==> src/rtl/edsac_sram_arbiter_pkg.sv <==
// Shared widths, default timing and FSM encoding for the EDSAC SRAM arbiter.
package edsac_sram_arbiter_pkg;

  localparam int unsigned SRAM_AW         = 19;
  localparam int unsigned SRAM_DW         = 16;
  localparam int unsigned CNT_W           = 4;
  localparam int unsigned WAIT_CYCLES_DEF = 2;

  typedef enum logic [2:0] {
    ST_IDLE     = 3'd0,
    ST_RD       = 3'd1,
    ST_WR_SETUP = 3'd2,
    ST_WR_PULSE = 3'd3,
    ST_WR_HOLD  = 3'd4,
    ST_ACK      = 3'd5
  } state_e;

  // Fields a requester presents along with its req.
  typedef struct packed {
    logic               we;
    logic [SRAM_AW-1:0] adr;
    logic [SRAM_DW-1:0] wdat;
  } sram_req_t;

endpackage

==> src/rtl/edsac_sram_arbiter_rr_arb2.sv <==
// Two-way round-robin grant.
//   clk, rst : clock, async active-high reset
//   en_i     : grant enable (arbiter FSM idle)
//   req_i    : {req1, req0}
//   gnt_c    : one-hot grant, combinational, zero when disabled
module edsac_sram_arbiter_rr_arb2 (
  input  logic       clk,
  input  logic       rst,
  input  logic       en_i,
  input  logic [1:0] req_i,
  output logic [1:0] gnt_c
);

  logic last_q;
  logic last_d;

  // On a tie the port that was not granted last wins.
  always_comb begin
    gnt_c = 2'b00;
    if (en_i) begin
      case (req_i)
        2'b01:   gnt_c = 2'b01;
        2'b10:   gnt_c = 2'b10;
        2'b11:   gnt_c = last_q ? 2'b01 : 2'b10;
        default: gnt_c = 2'b00;
      endcase
    end
  end

  always_comb begin
    last_d = last_q;
    if (gnt_c[1])      last_d = 1'b1;
    else if (gnt_c[0]) last_d = 1'b0;
  end

  // Reset to port 1 so port 0 takes the first tie.
  always_ff @(posedge clk or posedge rst) begin
    if (rst) last_q <= 1'b1;
    else     last_q <= last_d;
  end

endmodule

==> src/rtl/edsac_sram_arbiter.sv <==
// Shares one asynchronous 512Kx16 SRAM between two requesters, sequencing
// timed read and write cycles on the SRAM pins.
//   clk, rst            : 100 MHz clock, async active-high reset
//   reqN/weN/adrN/wdatN : requester N, fields stable until ackN
//   ackN                : one-cycle completion pulse
//   rdat                : last read data, valid from the ack cycle
//   sram_*              : SRAM pins (active-low strobes), DAT drive enable
module edsac_sram_arbiter
  import edsac_sram_arbiter_pkg::*;
#(
  parameter int unsigned WAIT_CYCLES = WAIT_CYCLES_DEF
) (
  input  logic               clk,
  input  logic               rst,
  input  logic               req0,
  input  logic               req1,
  input  logic               we0,
  input  logic               we1,
  input  logic [SRAM_AW-1:0] adr0,
  input  logic [SRAM_AW-1:0] adr1,
  input  logic [SRAM_DW-1:0] wdat0,
  input  logic [SRAM_DW-1:0] wdat1,
  output logic               ack0,
  output logic               ack1,
  output logic [SRAM_DW-1:0] rdat,
  output logic [SRAM_AW-1:0] sram_adr,
  output logic [SRAM_DW-1:0] sram_dout,
  output logic               sram_doe,
  input  logic [SRAM_DW-1:0] sram_din,
  output logic               sram_cs_n,
  output logic               sram_oe_n,
  output logic               sram_we_n
);

  localparam logic [CNT_W-1:0] CNT_INIT = CNT_W'(WAIT_CYCLES - 1);

  state_e             state_q, state_d;
  logic [CNT_W-1:0]   cnt_q, cnt_d;
  logic               port_q, port_d;
  logic               cs_n_q, cs_n_d;
  logic               oe_n_q, oe_n_d;
  logic               we_n_q, we_n_d;
  logic               doe_q, doe_d;
  logic [SRAM_AW-1:0] adr_q, adr_d;
  logic [SRAM_DW-1:0] dout_q, dout_d;
  logic [SRAM_DW-1:0] rdat_q, rdat_d;
  logic               ack0_q, ack0_d;
  logic               ack1_q, ack1_d;

  logic [1:0] gnt_c;
  sram_req_t  rq0_c, rq1_c, sel_c;

  edsac_sram_arbiter_rr_arb2 u_arb (
    .clk   (clk),
    .rst   (rst),
    .en_i  (state_q == ST_IDLE),
    .req_i ({req1, req0}),
    .gnt_c (gnt_c)
  );

  assign rq0_c = '{we: we0, adr: adr0, wdat: wdat0};
  assign rq1_c = '{we: we1, adr: adr1, wdat: wdat1};
  assign sel_c = gnt_c[1] ? rq1_c : rq0_c;

  // Access sequencer: next state and next pin values.
  always_comb begin
    state_d = state_q;
    cnt_d   = cnt_q;
    port_d  = port_q;
    cs_n_d  = cs_n_q;
    oe_n_d  = oe_n_q;
    we_n_d  = we_n_q;
    doe_d   = doe_q;
    adr_d   = adr_q;
    dout_d  = dout_q;
    rdat_d  = rdat_q;
    ack0_d  = 1'b0;
    ack1_d  = 1'b0;

    case (state_q)
      ST_IDLE: begin
        if (gnt_c != 2'b00) begin
          port_d = gnt_c[1];
          adr_d  = sel_c.adr;
          cs_n_d = 1'b0;
          if (sel_c.we) begin
            dout_d  = sel_c.wdat;
            doe_d   = 1'b1;
            state_d = ST_WR_SETUP;
          end else begin
            oe_n_d  = 1'b0;
            cnt_d   = CNT_INIT;
            state_d = ST_RD;
          end
        end
      end
      ST_RD: begin
        if (cnt_q == '0) begin
          rdat_d  = sram_din;
          cs_n_d  = 1'b1;
          oe_n_d  = 1'b1;
          ack0_d  = ~port_q;
          ack1_d  = port_q;
          state_d = ST_ACK;
        end else begin
          cnt_d = cnt_q - CNT_W'(1);
        end
      end
      ST_WR_SETUP: begin
        we_n_d  = 1'b0;
        cnt_d   = CNT_INIT;
        state_d = ST_WR_PULSE;
      end
      ST_WR_PULSE: begin
        if (cnt_q == '0) begin
          we_n_d  = 1'b1;
          state_d = ST_WR_HOLD;
        end else begin
          cnt_d = cnt_q - CNT_W'(1);
        end
      end
      ST_WR_HOLD: begin
        cs_n_d  = 1'b1;
        doe_d   = 1'b0;
        ack0_d  = ~port_q;
        ack1_d  = port_q;
        state_d = ST_ACK;
      end
      ST_ACK: begin
        state_d = ST_IDLE;
      end
      default: begin
        state_d = ST_IDLE;
      end
    endcase
  end

  always_ff @(posedge clk or posedge rst) begin
    if (rst) begin
      state_q <= ST_IDLE;
      cnt_q   <= '0;
      port_q  <= 1'b0;
      cs_n_q  <= 1'b1;
      oe_n_q  <= 1'b1;
      we_n_q  <= 1'b1;
      doe_q   <= 1'b0;
      adr_q   <= '0;
      dout_q  <= '0;
      rdat_q  <= '0;
      ack0_q  <= 1'b0;
      ack1_q  <= 1'b0;
    end else begin
      state_q <= state_d;
      cnt_q   <= cnt_d;
      port_q  <= port_d;
      cs_n_q  <= cs_n_d;
      oe_n_q  <= oe_n_d;
      we_n_q  <= we_n_d;
      doe_q   <= doe_d;
      adr_q   <= adr_d;
      dout_q  <= dout_d;
      rdat_q  <= rdat_d;
      ack0_q  <= ack0_d;
      ack1_q  <= ack1_d;
    end
  end

  assign ack0      = ack0_q;
  assign ack1      = ack1_q;
  assign rdat      = rdat_q;
  assign sram_adr  = adr_q;
  assign sram_dout = dout_q;
  assign sram_doe  = doe_q;
  assign sram_cs_n = cs_n_q;
  assign sram_oe_n = oe_n_q;
  assign sram_we_n = we_n_q;

endmodule

==> config.mk <==
export PLATFORM = sky130hd
export DESIGN_NAME = edsac_sram_arbiter
export DESIGN_NICKNAME = d
export VERILOG_FILES = /design/src/rtl/edsac_sram_arbiter_pkg.sv /design/src/rtl/edsac_sram_arbiter_rr_arb2.sv /design/src/rtl/edsac_sram_arbiter.sv
export SDC_FILE = /design/constraint.sdc
export NUM_CORES = 1
export LEC_CHECK = 0
export ABC_AREA = 1
export BUFFER_PORTS_ARGS = -buffer_cell sky130_fd_sc_hd__buf_4
export CORE_MARGIN = 3
export CORE_UTILIZATION = 42
export DETAILED_ROUTE_END_ITERATION = 10
export MAX_ROUTING_LAYER = met4
export PLACE_DENSITY = 0.77
export RECOVER_POWER = 25
export SLEW_MARGIN = 20
export SYNTH_ARGS = -nofsm -noshare
export SYNTH_HDL_FRONTEND = slang
export SYNTH_SLANG_ARGS = --single-unit
==> constraint.sdc <==
create_clock -name clk -period 4.9 [get_ports clk]
set_input_delay 0.735 -clock clk [delete_from_list [all_inputs] [get_ports clk]]
set_output_delay 0.735 -clock clk [all_outputs]
set_load 0.01 [all_outputs]
==> flow_summary.ini <==
[synth]
ys.flop_type = dfrtp_1
synthSimpleGateAreaFrac = 0.345
synth_commonest_cells = nand2_1, dfrtp_1, nor2_1, nand3_1, o22ai_1
synth_seq_cells = 66
syn_nets = 474
synth.area.mux_share = 0
synth-edff-count = 0
synth-compound-area-share = 0.0602
ys_seq_area_frac = 0.539
synth.distinct_cells = 26
syn_area_per_cell_um2 = 8.07
yosys_warnings = 0
yosysMostFrequentCell = nand2_1
synth_top_cell_area_share = 0.505
synth_area_leader_cell = dfrtp_1
synth_adder_area_share = 0.00407
synthesis.area_um2 = 3070
synth_top_family_by_area = simple AND/OR/NAND/NOR gates
syn_inst = 381
async_flop_share = 1.00
synth_area_leaders = dfrtp_1, nand2_1, nor2_1, nand3_1, o22ai_1
synth_xor_area_frac = 0

[worst_setup_path]
reg2reg_depth = 9
reg2reg_slack_ns = 2.93
worstReg2RegEnd = sram_dout[6]
r2r-start = state_q[0]
path_class = in2reg
worst_ep_required_time_ns = 5.12
startpoint_type = input pin
critPathCaptureType = flop
crit_fanout = 37
worstPathArrival_ns = 2.20

[floorplanning]
die_area_um2 = 8380
start_util = 0.443
fp-row-count = 30
die_x_um = 91.6
fp.dieH_um = 91.6
ios = 149
design.core.area_um2 = 6940

[detailed_routing]
dr.pass1.iters = 5
drt_iter0_markers = 225
wire_per_inst_um = 13.7
final_antenna_net_count = 0
drt-total-wl_um = 8620
post-route-drc-count = 0
vias = 3069
vias_per_cell = 4.88

[placement]
gp_congestion = 0.882
post-place-ws_ns = 2.58
dpl.hpwl_um = 6240
placedCellCount = 613
dpl_cell_area_um2 = 4230
port_buffers = 148

[grt]
grtUsageMet3 = 0.0456
grt_pass1_wl_um = 13800
grt_max_degree = 67
grt_pass1_vias = 3006
gr-total-overflow = 0
antenna_found_initial = 0
grt.busiest_layer = met2
grt_use_total = 0.212
grt_use_met1 = 0.252
use_met2 = 0.345

[layout]
fin_area_um2 = 4460
multi_input_area_um2 = 1260
diodes = 0
seq_area_um2 = 1660
final_nets = 621
fill_cells = 633
syn_to_final_growth_pct = 45.1
drive_gt1_frac = 0.356
final_cells = 629

[worst_hold_path]
hold_path_class = reg2reg
hold_end = ack0
whs_path_depth = 1
hp-start = port_q

[timing]
finalSetupTns_ns = 0
maxSlewHeadroom = 0.455
slew_viol_final = 0
worst_slack_ns = 2.92
period_minus_slack_ns = 1.98
tightest_slew_ns = 0.817
finalCritPeriodShare = 0.404
rsz0062_at_grt = no
max_freq_mhz = 505
finalSetupViolCount = 0
holdWs_ns = 0.457
finalHoldViolCount = 0
fin_skew_ns = 0.0117

[power_and_ir_drop]
leakage_uw = 0.00243
p_per_area_nw_per_um2 = 629
worst_ir_drop_vdd_v = 0.000286

[cts]
path_clk_slew_ns = 0.07
cts_max_path_buffers = 2
clock_sinks = 66
cts_tree = yes
htreeDepth = 3
ctsResizeCount = 0
cts_buffers = 9
post_cts_buffers = 0
clockRootBuffer = clkbuf_8
cts_hold_buf = 0
clk-insertion-delay-late_ns = 0.34

[run]
maxCapViolations = 0

[status]
status = completed
## stage by stage
step / utilization / power [uW]
floorplan: - / 1740
global placement: 0.609 / 2260
detailed placement: 0.609 / 2300
CTS: 0.642 / 2830
global route: 0.642 / 3020
finish: 0.642 / 2800
## layout make-up
| cell class | count | share of cell area |
|---|---|---|
| Sequential cell | 66 | 0.371 |
| Clock inverter | 4 | 0.0165 |
| Clock buffer | 12 | 0.0348 |
| Tap cell | 96 | 0.0269 |
| Multi-Input combinational cell | 282 | 0.282 |
| Timing Repair Buffer | 149 | 0.251 |
| Inverter | 20 | 0.0177 |
## per-layer routing
layer | part of all wire | vias to the layer above
met3 | 0.074 | 24
met1 | 0.41 | 1410
met4 | 0.029 | 0
met2 | 0.49 | 133
met5 | 0 | -
li1 | - | 1502
## critical path, stage by stage
cell	delay (ns)
buf_4	0.12
nand2_1	0.07
nand2_2	0.08
inv_2	0.28
nand2_2	0.49
o22ai_1	0.34
nor2_1	0.06
## state kept, by name (all words and copies together), names as in the netlist, 3 cells and up
signal and flops:
cnt_q 4, rdat 16, sram_adr 19, sram_dout 16, state_q 3
## placed cells by master, fill, tap and decap left out, types with 4 or more instances in the layout
master	n
o21ai_0	5
clkbuf_8	11
inv_1	13
nor2_1	51
nand2_2	4
nand3_1	26
buf_4	148
o22ai_1	19
dfstp_2	4
dfrtp_1	62
inv_2	5
nand2_1	161
## worst max-delay path by stage
stage	start	endpoint	slack, ns	cells past startpoint
after global routing	req0	sram_adr[2]	2.74	7
after global placement	req0	sram_adr[6]	2.63	7
after detailed placement	req0	sram_adr[11]	2.58	7
after floorplan	rst	ack0	2.52	1
final	req0	sram_adr[5]	2.92	7
after CTS	state_q[0]	sram_dout[6]	2.92	9
## report_power, final
group	switching [uW]	internal, uW	leakage (uW)	total (uW)
sequential	156	820	0.000792	976
combinational	741	564	0.00152	1310
clock	208	315	0.000117	523
total	1110	1700	0.00243	2800
## kinds of logic after synthesis
logic type / Yosys count
compound gates: 29
flops: 66
fa+ha+maj: 1
simple gates: 252
buf+inv: 33
(Power assumes the default switching activity.)
